[src/rtl/mem_access_pkg.sv]
// Shared constants, bus layouts and FSM encoding for the memory-access stage.
// Bus structs mirror the EX->MEM and MEM->WB bit layouts field for field.
package mem_access_pkg;

    localparam int EX_TO_MEM_WD = 243;
    localparam int MEM_TO_WB_WD = 174;
    localparam int FWD_WD       = 38;
    localparam int STALL_WD     = 6;
    localparam int STALL_OWN    = 3;
    localparam int STALL_DOWN   = 4;

    localparam logic STOP    = 1'b1;
    localparam logic NO_STOP = 1'b0;

    localparam logic [1:0] SIZE_BYTE = 2'd0;
    localparam logic [1:0] SIZE_HALF = 2'd1;
    localparam logic [1:0] SIZE_WORD = 2'd2;

    localparam logic [4:0] EXC_NONE = 5'h00;
    localparam logic [4:0] EXC_ADEL = 5'h04;
    localparam logic [4:0] EXC_ADES = 5'h05;

    typedef enum logic [1:0] {
        ST_IDLE = 2'd0,
        ST_REQ  = 2'd1,
        ST_WAIT = 2'd2,
        ST_DONE = 2'd3
    } state_t;

    typedef struct packed {
        logic [31:0] badvaddr;
        logic        is_in_delayslot;
        logic [4:0]  excepttype;
        logic        lo_we;
        logic [31:0] lo_wdata;
        logic        hi_we;
        logic [31:0] hi_wdata;
        logic [31:0] pc;
        logic        rf_we;
        logic [4:0]  rf_waddr;
        logic [31:0] rf_wdata;
    } mem_to_wb_t;

    typedef struct packed {
        logic        mem_en;
        logic        mem_we;
        logic [1:0]  mem_size;
        logic        mem_sign;
        logic [31:0] mem_addr;
        logic [31:0] st_data;
        mem_to_wb_t  payload;
    } ex_to_mem_t;

    function automatic logic misaligned(input logic [1:0] size, input logic [1:0] addr_lo);
        return ((size == SIZE_HALF) && addr_lo[0]) ||
               ((size == SIZE_WORD) && (addr_lo != 2'b00));
    endfunction

    // True when the instruction will actually drive an SRAM transaction.
    function automatic logic access_valid(input ex_to_mem_t ins);
        return ins.mem_en && !misaligned(ins.mem_size, ins.mem_addr[1:0]) &&
               (ins.payload.excepttype == EXC_NONE);
    endfunction

endpackage

[src/rtl/mem_access_load_align.sv]
// Picks the addressed byte/half lane out of the returned load word and
// sign- or zero-extends it to 32 bits.
module mem_access_load_align
    import mem_access_pkg::*;
(
    input  logic [31:0] ld_r,
    input  logic [1:0]  addr,
    input  logic [1:0]  size,
    input  logic        sign,
    output logic [31:0] result
);

    logic [7:0]  byte_lane;
    logic [15:0] half_lane;

    // NOTE: every output of a combinational block gets a value on every path
    // (defaults first, or a default arm), otherwise a latch is inferred.
    always_comb begin
        unique case (addr)
            2'd0:    byte_lane = ld_r[7:0];
            2'd1:    byte_lane = ld_r[15:8];
            2'd2:    byte_lane = ld_r[23:16];
            default: byte_lane = ld_r[31:24];
        endcase
        half_lane = addr[1] ? ld_r[31:16] : ld_r[15:0];

        unique case (size)
            SIZE_BYTE: result = {{24{sign & byte_lane[7]}}, byte_lane};
            SIZE_HALF: result = {{16{sign & half_lane[15]}}, half_lane};
            default:   result = ld_r;
        endcase
    end

endmodule

[src/rtl/mem_access.sv]
// Memory-access pipeline stage: registers the EX->MEM bus, checks alignment,
// runs one SRAM request/response per instruction and formats the WB bus.
module mem_access
    import mem_access_pkg::*;
(
    input  logic                    clk,
    input  logic                    rst,
    input  logic [STALL_WD-1:0]     stall,
    input  logic [EX_TO_MEM_WD-1:0] ex_to_mem_bus,
    output logic [MEM_TO_WB_WD-1:0] mem_to_wb_bus,
    output logic [FWD_WD-1:0]       mem_to_id_fwd,
    output logic                    stallreq_for_mem,
    output logic                    data_req,
    output logic                    data_wr,
    output logic [1:0]              data_size,
    output logic [31:0]             data_addr,
    output logic [31:0]             data_wdata,
    input  logic                    data_addr_ok,
    input  logic                    data_data_ok,
    input  logic [31:0]             data_rdata
);

    ex_to_mem_t incoming;
    ex_to_mem_t r;
    state_t     state;
    state_t     state_nxt;
    logic [31:0] ld_r;
    logic [31:0] ld_result;
    logic        latch_new;
    logic        latch_bubble;
    logic        misalign;
    mem_to_wb_t  wb;
    logic        unused_stall;

    assign incoming     = ex_to_mem_bus;
    assign latch_new    = (stall[STALL_OWN] == NO_STOP);
    assign latch_bubble = (stall[STALL_OWN] == STOP) && (stall[STALL_DOWN] == NO_STOP);
    assign unused_stall = ^{stall[5], stall[2:0]};

    // NOTE: sequential state is written with non-blocking assignments only,
    // so every register samples pre-edge values regardless of block order.
    always_ff @(posedge clk or negedge rst) begin
        if (!rst) begin
            r     <= '0;
            state <= ST_IDLE;
            ld_r  <= '0;
        end else begin
            if (latch_bubble) begin
                r <= '0;
            end else if (latch_new) begin
                r <= incoming;
            end
            state <= state_nxt;
            if ((state == ST_WAIT) && data_data_ok) begin
                ld_r <= data_rdata;
            end
        end
    end

    // Responses outside WAIT belong to nothing we track and are dropped.
    always_comb begin
        state_nxt = state;
        unique case (state)
            ST_IDLE, ST_DONE: begin
                if (latch_new) begin
                    state_nxt = access_valid(incoming) ? ST_REQ : ST_IDLE;
                end else if (latch_bubble) begin
                    state_nxt = ST_IDLE;
                end
            end
            ST_REQ:  if (data_addr_ok) state_nxt = ST_WAIT;
            ST_WAIT: if (data_data_ok) state_nxt = ST_DONE;
            default: state_nxt = ST_IDLE;
        endcase
    end

    assign stallreq_for_mem = (state == ST_REQ) || (state == ST_WAIT);
    assign data_req         = (state == ST_REQ);
    assign data_wr          = r.mem_we;
    assign data_size        = r.mem_size;
    assign data_addr        = r.mem_addr;

    always_comb begin
        unique case (r.mem_size)
            SIZE_BYTE: data_wdata = {4{r.st_data[7:0]}};
            SIZE_HALF: data_wdata = {2{r.st_data[15:0]}};
            default:   data_wdata = r.st_data;
        endcase
    end

    mem_access_load_align u_load_align (
        .ld_r   (ld_r),
        .addr   (r.mem_addr[1:0]),
        .size   (r.mem_size),
        .sign   (r.mem_sign),
        .result (ld_result)
    );

    assign misalign = r.mem_en && misaligned(r.mem_size, r.mem_addr[1:0]);

    always_comb begin
        wb = r.payload;
        if (misalign) begin
            wb.excepttype = r.mem_we ? EXC_ADES : EXC_ADEL;
            wb.badvaddr   = r.mem_addr;
            wb.rf_we      = 1'b0;
        end
        if ((state == ST_DONE) && !r.mem_we) begin
            wb.rf_wdata = ld_result;
        end
    end

    assign mem_to_wb_bus = wb;
    // Bypass must not advertise a load result before the data has returned.
    assign mem_to_id_fwd = {wb.rf_we & ~stallreq_for_mem, wb.rf_waddr, wb.rf_wdata};

endmodule

[config.mk]
export PLATFORM = sky130hd
export DESIGN_NAME = mem_access
export DESIGN_NICKNAME = d
export VERILOG_FILES = /design/src/rtl/mem_access_pkg.sv /design/src/rtl/mem_access_load_align.sv /design/src/rtl/mem_access.sv
export SDC_FILE = /design/constraint.sdc
export NUM_CORES = 1
export LEC_CHECK = 0
export CAP_MARGIN = 20
export CORE_AREA = 3 3 221 223
export CTS_CLUSTER_DIAMETER = 80
export DETAILED_ROUTE_END_ITERATION = 16
export DIE_AREA = 0 0 224 226
export SETUP_SLACK_MARGIN = 0.15
export SYNTH_ARGS = -nofsm -noshare
export SYNTH_HDL_FRONTEND = slang
export SYNTH_SLANG_ARGS = --single-unit
[constraint.sdc]
create_clock -name clk -period 2 [get_ports clk]
set_input_delay 0.4 -clock clk [delete_from_list [all_inputs] [get_ports clk]]
set_output_delay 0.4 -clock clk [all_outputs]
set_load 0.005 [all_outputs]
==> out/metrics.cfg, run 1 <==
[outcome]
outcome = complete, but fails checks
violations = setup timing

[finish]
syn_to_final_growth_pct = 58.3
final_cells = 2712
multiInputGateArea_mm2 = 0.00499
final_layout_size_suffix_gt1_share_pct = 26.6
fin_area_mm2 = 0.0221
nNetsFinal = 2368
fillers = 4471
seqCellArea_mm2 = 0.00694

[sta]
max_freq_mhz = 360
finalMaxSlewViolations = 0
period_share_pct = 139
layout_setup_ws_ps = -774
hold_viol = 0
slew_headroom_pct = 61.5
skew_ps = 4.84
finalSetupViolations = 128
tightest_slew_ps = 578
grt_setup_unrepaired = true
fin_hold_ws_ps = 265
tns_ps = -79660
period_needed_ps = 2770

[synth]
ys.warnings.count = 0
synthMuxAreaShare_pct = 7.50
synthAdderAreaFrac_pct = 0.268
synth_top_family_by_area = buffers and inverters
synth_compound_area_share_pct = 12.5
synth_cell_types = 40
yosysSeqAreaShare_pct = 49.6
synthXorXnorAreaFrac_pct = 0.0626
syn_avg_cell_area_um2 = 8.95
yosys.area_share.simple_pct = 10.7
synth-seq-cells = 277
syn-num-nets = 1851
syn_inst = 1563
synth.cell_area_mm2 = 0.0140

[placement]
place_area_mm2 = 0.0196
placedCellCount = 2547
io_buffers = 561
place_ws_ps = -727
place_congestion = 0.937
dp_hpwl_um = 37700

[drt]
antenna_left = 0
wl_per_cell_um = 19.6
viasPerCell = 4.60
vias = 12471
m1WireLength_um = 19700
dr_wl_met2_um = 26700
wl_met3_um = 4370
drt_iter0_drc = 763
drt_wl_total_um = 53200
drc = 0
first_pass_iters = 4
dr.max_layer_used = met5

[die]
die_w_um = 224
num_rows = 79
core_mm2 = 0.0468
dieArea_mm2 = 0.0506
ios = 566
die_h_um = 226
initial_core_util_pct = 29.9

[setup_path]
critPathRequiredTime_ps = 1600
crit_buf_inv = 5
startpoint_type = flip-flop
cp_common_cell = buf_4
worstPathCellList = nor2b_1, buf_4, nand2_4, buf_4, o22ai_1, o41ai_2, buf_4, buf_6, buf_6
critPathMaxFanout = 7
crit_path_end_kind = primary output
max_stage_delay_ps = 470
cp_top_family = buffers and inverters
cp.arrival_ps = 2370
cpMaxStageDelayCell = dfrtp_2
critical_path_class = reg -> out

[global_route]
grt_use_total_pct = 19.9
grt_pass1_wl_um = 77000
first_global_vias = 12680
grt_start_max_net_pins = 106
grt_overflow = 0
antenna_found_initial = 4

[clock_tree]
clockRootBuffer = clkbuf_16
clk_pin_slew_ps = 50
clock_path_buffers = 3
cts_num_sinks = 277
cts_tree = built
worstSkewPairLatency_ps = 530
htreeDepth = 2
cts_made_buffers = 35

[pwr]
switching_share_pct = 29.1
clockPowerShare_pct = 34.0
max-vdd-ir-drop_v = 0.000581
p_leak_nw = 11.2
comb_power_share_pct = 28.3
p_int_mw = 13.2
powerDensity_mw_per_mm2 = 839
p_seq_share_pct = 37.7
p_switching_mw = 5.40

[worst_hold_path]
hp-class = in -> reg

[flow_run]
drv_cap = 0

[state kept, by name, indices dropped and copies added, names as in the netlist]
| signal | count |
|---|---|
| state | 2 |
| ld_r | 32 |
| r | 104 |
| data_wr | 1 |
| data_size | 2 |
| data_addr | 32 |
| mem_to_id_fwd | 5 |
| mem_to_wb_bus | 99 |
[tightest hold or removal path, stage by stage]
cell,delay (ps)
buf_8,180
nand3_1,90
o21ai_0,70
[power by group through the flow]
stage	combinational, mW	sequential [mW]	clock [mW]
after CTS	4.97	6.98	6.52
after detailed placement	4.74	7.08	0
after floorplan	2.26	6.82	0
final	5.26	7.00	6.31
after global placement	4.70	7.07	0
after global routing	5.64	7.06	6.73
[final cells by class]
type	count	share of cell area, %
repair buffers	759	33.2
flip-flops and latches	277	31.3
multi-input cells	757	22.6
clock buffers	55	4.76
inverters	250	4.28
well taps	607	3.43
clock inverters	6	0.396
diodes	1	0.0113
[routing by layer]
layer,vias to the layer above,track usage (%)
met5,-,0
met4,4,9.49
met3,123,5.98
met2,519,34.8
met1,5944,22.2
li1,5881,-
[synth_stat cells]
master / instances / area share, %
a211oi_1: 7 / 0.38
a21o_1: 1 / 0.054
a21oi_1: 27 / 0.97
a221o_1: 1 / 0.072
a221oi_1: 8 / 0.50
a22o_1: 8 / 0.50
a311o_1: 1 / 0.072
a31oi_1: 1 / 0.045
a31oi_4: 1 / 0.15
and2_1: 5 / 0.22
and2b_1: 1 / 0.054
and3_1: 2 / 0.089
buf_1: 16 / 0.43
buf_2: 12 / 0.43
buf_4: 183 / 9.8
buf_6: 3 / 0.24
clkbuf_1: 64 / 1.7
clkbuf_2: 1 / 0.036
clkinv_1: 1 / 0.027
dfrtp_1: 277 / 50
ha_1: 3 / 0.27
inv_1: 249 / 6.7
mux2_2: 82 / 6.6
mux2_4: 3 / 0.32
mux2i_1: 8 / 0.57
nand2_1: 146 / 3.9
nand2b_1: 3 / 0.13
nand3_1: 137 / 4.9
nand3b_1: 1 / 0.054
nand4_1: 1 / 0.045
nor2_1: 34 / 0.91
nor2b_1: 4 / 0.18
nor3_1: 1 / 0.036
nor4_1: 2 / 0.089
o21ai_0: 254 / 9.1
o22ai_1: 6 / 0.27
o31ai_1: 1 / 0.054
o41ai_1: 6 / 0.38
or3b_2: 1 / 0.063
xor2_1: 1 / 0.063
[placed cells by master, fill, tap and decap left out, types with 20 or more instances in the layout]
| master | instances |
|---|---|
| a21oi_2 | 20 |
| buf_12 | 21 |
| buf_2 | 63 |
| buf_4 | 110 |
| buf_6 | 112 |
| clkbuf_16 | 37 |
| clkdlybuf4s50_1 | 309 |
| dfrtp_1 | 269 |
| dlygate4sd2_1 | 90 |
| dlymetal6s2s_1 | 30 |
| inv_1 | 246 |
| mux2_2 | 45 |
| mux2_4 | 40 |
| nand2_1 | 137 |
| nand3_1 | 135 |
| nor2_1 | 32 |
| o21ai_0 | 245 |
[final timing paths]
path / from / to / slack (ps) / depth (start not counted)
min: stall[3] / data_addr[26] / 270 / 3
max reg2reg: state[0] / state[0] / 370 / 7
min in group asynchronous: rst / r[12] / 390 / 2
max in group asynchronous: rst / r[138] / 900 / 3
max: data_addr[1] / mem_to_id_fwd[2] / -770 / 9
min reg2reg: mem_to_wb_bus[119] / mem_to_wb_bus[119] / 470 / 2
[kinds of logic after synthesis]
logic type / after synthesis
buffers and inverters: 529
AND/OR/NAND/NOR: 338
AO/OA/AOI/OAI: 322
flip-flops: 277
multiplexers: 93
adder cells (fa/ha/maj): 3
XOR/XNOR: 1
[stage by stage]
stage	utilization, %	power, mW
detailed placement	42.0	11.8
global placement	42.0	11.8
CTS	45.7	18.5
floorplan	-	9.08
global route	47.4	19.4
finish	47.4	18.6
[what timing repair did]
item,in CTS,in global routing
hold endpoints to repair,34,0
endpoints found under the setup margin,228,159
gates resized for setup,708,178
pin swaps,36,24
cloned,6,1
buffers inserted,71,24
hold buffers,1,0
Power figures use the tool's default switching activity.
==> run 2: changes to the inputs <==
- CAP_MARGIN: 20 -> default
- PLACE_DENSITY: default -> 0.67
- TNS_END_PERCENT: default -> 1
==> run 2 against run 1 <==
Compared with the run above:
- the flow still finishes with violations (setup timing)
- clock power up 7.8%
- worst setup slack improved by 59 ps
- final cell count shrank 2.9%
==> out/metrics.cfg, run 2 (synthesized netlist as in run 1, its figures left out) <==
[sta]
period_needed_ps = 2720
layout_setup_ws_ps = -715
tns_ps = -69730
grt_setup_unrepaired = true
slew_headroom_pct = 48.3
hold_viol = 0
finalSetupViolations = 129
finalMaxSlewViolations = 0
fin_hold_ws_ps = 203
max_freq_mhz = 368
tightest_slew_ps = 775
skew_ps = 15.3
period_share_pct = 136

[die]
dieArea_mm2 = 0.0506
ios = 566
die_w_um = 224
core_mm2 = 0.0468
die_h_um = 226
initial_core_util_pct = 29.9
num_rows = 79

[global_route]
grt_start_max_net_pins = 186
use_met2_pct = 33.9
busiest_layer = met2
grt_use_met3_pct = 5.12
first_global_vias = 12753
gr-usage-met1_pct = 22.0
grt_overflow = 0
grt_pass1_wl_um = 75800
antenna_found_initial = 1
grt_use_total_pct = 19.3

[flow_run]
drv_cap = 0

[finish]
final_core_util_pct = 45.9
fin_area_mm2 = 0.0215
largest_register_ffs = 104
syn_to_final_growth_pct = 53.4
final_cells = 2632
top_register = r
seqCellArea_mm2 = 0.00694
final_layout_size_suffix_gt1_share_pct = 23.0
nNetsFinal = 2285
fillers = 4441
multiInputGateArea_mm2 = 0.00497
final_cell_mix = 306 x clkdlybuf4s50_1, 269 x dfrtp_1, 246 x inv_1
final_common_cell = clkdlybuf4s50_1

[clock_tree]
htreeDepth = 2
clockRootBuffer = clkbuf_16
clock_path_buffers = 3
cts_num_sinks = 277
cts_made_buffers = 35
clk_pin_slew_ps = 50
cts_tree = built
worstSkewPairLatency_ps = 530

[setup_path]
critPathMaxFanout = 7
crit_path_end_kind = primary output
cp_common_cell = buf_6
cpMaxStageDelayCell = dfrtp_2
critPathRequiredTime_ps = 1600
worstPathCellList = inv_2, o31ai_4, nand2_4, buf_6, buf_12, buf_16, mux2_4, buf_6
critical_path_class = reg -> out
startpoint_type = flip-flop
cp.arrival_ps = 2320
max_stage_delay_ps = 450

[placement]
io_buffers = 561
place_congestion = 0.963
placedCellCount = 2538
dp_hpwl_um = 36700
place_ws_ps = -530
place_area_mm2 = 0.0195

[pwr]
p_leak_nw = 10.7
max-vdd-ir-drop_v = 0.000625
powerDensity_mw_per_mm2 = 877
total_power_mw = 18.8

[drt]
drt_iter0_drc = 663
wl_per_cell_um = 19.4
drc = 0
first_pass_iters = 5
antenna_left = 0
vias = 12227
viasPerCell = 4.65
drt_wl_total_um = 51100

[worst_hold_path]
hp-class = in -> reg

[outcome]
violations = setup timing
outcome = complete, but fails checks

-- run 2: changes by cell type in the layout (fill, tap and decap cells not counted), moves of 5 or more --
cell,change
dlygate4sd2_1,+17
nand2_1,+7
clkbuf_8,+5
o21ai_1,+8
nor2_2,+5
nor2_1,-5
buf_2,-7
nand2_2,-5
o21ai_2,-8
clkbuf_1,-9
buf_4,-31
buf_6,-62
-- run 2: final timing paths --
path / from / end / slack, ps / cells past startpoint
max: data_size[1] / mem_to_wb_bus[148] / -720 / 8
min: stall[3] / r[242] / 200 / 2
max in group asynchronous: rst / mem_to_wb_bus[135] / 840 / 3
min reg2reg: mem_to_wb_bus[99] / mem_to_wb_bus[99] / 470 / 2
min in group asynchronous: rst / r[3] / 410 / 2
max reg2reg: state[0] / state[0] / 360 / 7
-- run 2: critical path: cells and delay by family (launching register included) --
family,cells,cell delay [ps]
mux,1,310
simple gates,1,130
compound gates,1,280
flops,1,450
buf+inv,5,610
-- run 2: repair_timing --
| item | CTS | global route |
|---|---|---|
| hold endpoints to repair | 36 | 0 |
| hold buffers | 1 | 0 |
| setup buffers | 22 | 0 |
| setup endpoints to repair | 229 | 159 |
| pin swaps | 23 | 12 |
| cloned | 6 | 0 |
| resized for setup | 719 | 78 |
-- run 2: area by class of cell --
cell class	instances	share of cell area (%)
multi-input combinational	757	23.2
clock inverter	14	0.951
timing repair buffer	676	30.6
antenna	1	0.0117
sequential	277	32.4
tap	607	3.54
inverter	250	4.39
clock buffer	50	4.96
-- run 2: report_power, final --
| part | internal (mW) | switching, mW |
|---|---|---|
| Combinational | 2.78 | 2.19 |
| Clock | 4.25 | 2.55 |
| Sequential | 6.32 | 0.735 |
-- run 2: routing by layer --
metal	up-vias	part of all wire (%)
li1	5719	-
met3	98	7.9
met1	5889	38
met4	0	4.3
met2	521	50
met5	-	0
==> run 3: changes to the inputs <==
- CORE_AREA: 3 3 221 223 -> 3 3 219 221
- DIE_AREA: 0 0 224 226 -> 0 0 222 224
- PLACE_DENSITY: 0.67 -> 0.69
- SYNTH_HIERARCHICAL: default -> 1
==> run 3 against run 2 <==
Compared with the run above:
- the run still ends with setup timing left
- sequential cell count did not move
- sequential share of layout area fell by 0.38 points
- register-to-register slack got worse by 180 ps
- critical path depth did not move
- highest routed layer is now met5
==> out/metrics.cfg, run 3 <==
[outcome]
outcome = complete, but fails checks
violations = setup timing

[placement]
dp_hpwl_um = 36600
place_ws_ps = -632
io_buffers = 561
place_congestion = 0.902
placedCellCount = 2545

[global_route]
grt_use_total_pct = 19.6
grt_pass1_wl_um = 76200
gr-usage-met1_pct = 23.4
busiest_layer = met2
grt_start_max_net_pins = 128
first_global_vias = 12736
grt_overflow = 0
grt_use_met3_pct = 6.32
use_met2_pct = 33.1
antenna_found_initial = 3

[sta]
max_freq_mhz = 351
grt_setup_unrepaired = true
skew_ps = 12.4
finalSetupViolations = 130
layout_setup_ws_ps = -849
period_needed_ps = 2850
hold_viol = 0
finalMaxSlewViolations = 0
slew_headroom_pct = 54.0
tns_ps = -87020
tightest_slew_ps = 690
period_share_pct = 142
fin_hold_ws_ps = 333

[synth]
synth_edf_count = 0
synth_top_flop_cell = dfrtp_1
synth_top_area_share_pct = 47.7
synth-seq-cells = 277
synth_top_cell_by_area = dfrtp_1
yosysSeqAreaShare_pct = 47.7
netlist_top_cells_count = 277 x dfrtp_1, 253 x o21ai_0, 251 x inv_1, 185 x buf_4, 153 x nand2_1
synth_most_common_cell = dfrtp_1
synth_cell_types = 44
syn_avg_cell_area_um2 = 9.27
ys.warnings.count = 6
syn_inst = 1567
ys_top_cells_by_area = dfrtp_1 48%, buf_4 9.6%, o21ai_0 8.7%, mux2_2 6.8%, inv_1 6.5%
syn-num-nets = 1855
synth.cell_area_mm2 = 0.0145
synthArstFlopShare_pct = 100

[pwr]
powerDensity_mw_per_mm2 = 880
p_leak_nw = 11.2
max-vdd-ir-drop_v = 0.000659

[die]
die_h_um = 224
dieArea_mm2 = 0.0497
initial_core_util_pct = 31.3
core_mm2 = 0.0464
die_w_um = 222
num_rows = 79
ios = 566

[clock_tree]
cts_tree = built
clockRootBuffer = clkbuf_16
clk_pin_slew_ps = 50
cts_num_sinks = 277
htreeDepth = 2
worstSkewPairLatency_ps = 540
cts_made_buffers = 36
clock_path_buffers = 3

[setup_path]
critPathMaxFanout = 8
reg2regPathDepth = 7
cpMaxStageDelayCell = dfrtp_1
r2r_start = state[0]
r2r_setup_slack_ps = 180
cp_common_cell = buf_6
critical_path_class = reg -> out
cp.arrival_ps = 2450
max_stage_delay_ps = 420
r2r_end = state[0]
worstPathCellList = mux2_4, a32oi_4, buf_6, buf_6, buf_16, o211ai_1, mux2_4, buf_6
startpoint_type = flip-flop
critPathRequiredTime_ps = 1600
crit_path_end_kind = primary output

[finish]
nNetsFinal = 2296
final_cells = 2643
largest_register_ffs = 104
final_cell_mix = 308 x clkdlybuf4s50_1, 270 x dfrtp_1, 252 x o21ai_0
final_core_util_pct = 46.8
final_common_cell = clkdlybuf4s50_1
top_register = r
syn_to_final_growth_pct = 49.4
final_layout_size_suffix_gt1_share_pct = 22.4
fillers = 4332

[drt]
drc = 0
vias = 12200
drt_iter0_drc = 674
wl_per_cell_um = 19.0
antenna_left = 0
viasPerCell = 4.62
first_pass_iters = 7
drt_wl_total_um = 50300

[flow_run]
drv_cap = 0

[worst_hold_path]
hold_end = r[31]
min_path_cells = 3
hp-class = in -> reg
worstHoldStart = stall[3]

==> run 3: cell count changes in the layout (fill, tap and decap cells not counted), sizes merged, moves of 9 or more <==
cell / before / now
o211ai: 0 / 17
dlymetal6s2s: 27 / 56
dlygate4sd2: 107 / 89
nand3: 137 / 127
buf: 217 / 195
mux2i: 8 / 24
a22oi: 0 / 9
a21oi: 27 / 1
clkbuf: 62 / 84
mux2: 85 / 114
nor2: 34 / 3
==> run 3: power by group <==
part | internal [mW] | switching [mW] | total, mW
Sequential | 6.32 | 0.534 | 6.86
Combinational | 3.34 | 2.46 | 5.80
Clock | 3.92 | 2.52 | 6.43
Total | 13.6 | 5.51 | 19.1
==> run 3: area by class of cell <==
cell class	instances	area, um2	area share (%)
flip-flops and latches	277	6940	32.0
repair buffers	685	6700	30.9
multi-input cells	756	5180	23.9
clock buffers	50	1000	4.63
inverters	252	951	4.38
well taps	607	759	3.50
clock inverters	14	163	0.749
diodes	2	5.00	0.0231
==> run 3: worst max-delay path by stage <==
stage                 start                 to  slack [ps]
3_3_place_gp   data_addr[0]  mem_to_wb_bus[27]        -650
4_1_cts        data_size[1]  mem_to_wb_bus[18]        -900
6_report       data_addr[0]  mem_to_id_fwd[20]        -850
3_5_place_dp   data_addr[0]  mem_to_wb_bus[27]        -630
2_1_floorplan  data_addr[1]   mem_to_wb_bus[7]        -220
5_1_grt        data_size[0]  mem_to_id_fwd[20]        -950
==> run 3: per-layer routing <==
metal  routed length, um  up-vias
li1                    -     5774
met2               24700      503
met5                  12        -
met4                1890        2
met3                4050       94
met1               19700     5827
==> run 3: what timing repair did <==
action | CTS | global route
pin swaps | 24 | 10
gates resized for setup | 552 | 120
gates cloned | 4 | 0
hold buffers | 1 | 0
buffers inserted | 25 | 2
endpoints found under the setup margin | 222 | 180
endpoints found under the hold margin | 49 | 0
==> run 3: through the flow <==
step                power, mW  instance area [um2]
floorplan                9.45                14600
global placement         12.3                20000
detailed placement       12.4                20000
CTS                      19.2                21600
global route             20.0                21700
finish                   19.1                21700
==> run 3: critical path: cells and delay by family, from the launching register on <==
family                 cells  cell delay [ps]
muxes                      2              640
buffers and inverters      4              480
DFF                        1              420
AOI/OAI and AO/OA          2              370
==> run 3: cells by family after synthesis <==
logic type	share of synthesized area, %
compound gates	12.0
xor+xnor	0.0603
fa+ha+maj	0.258
buf+inv	19.1
flops	47.7
mux	11.1
simple gates	9.70
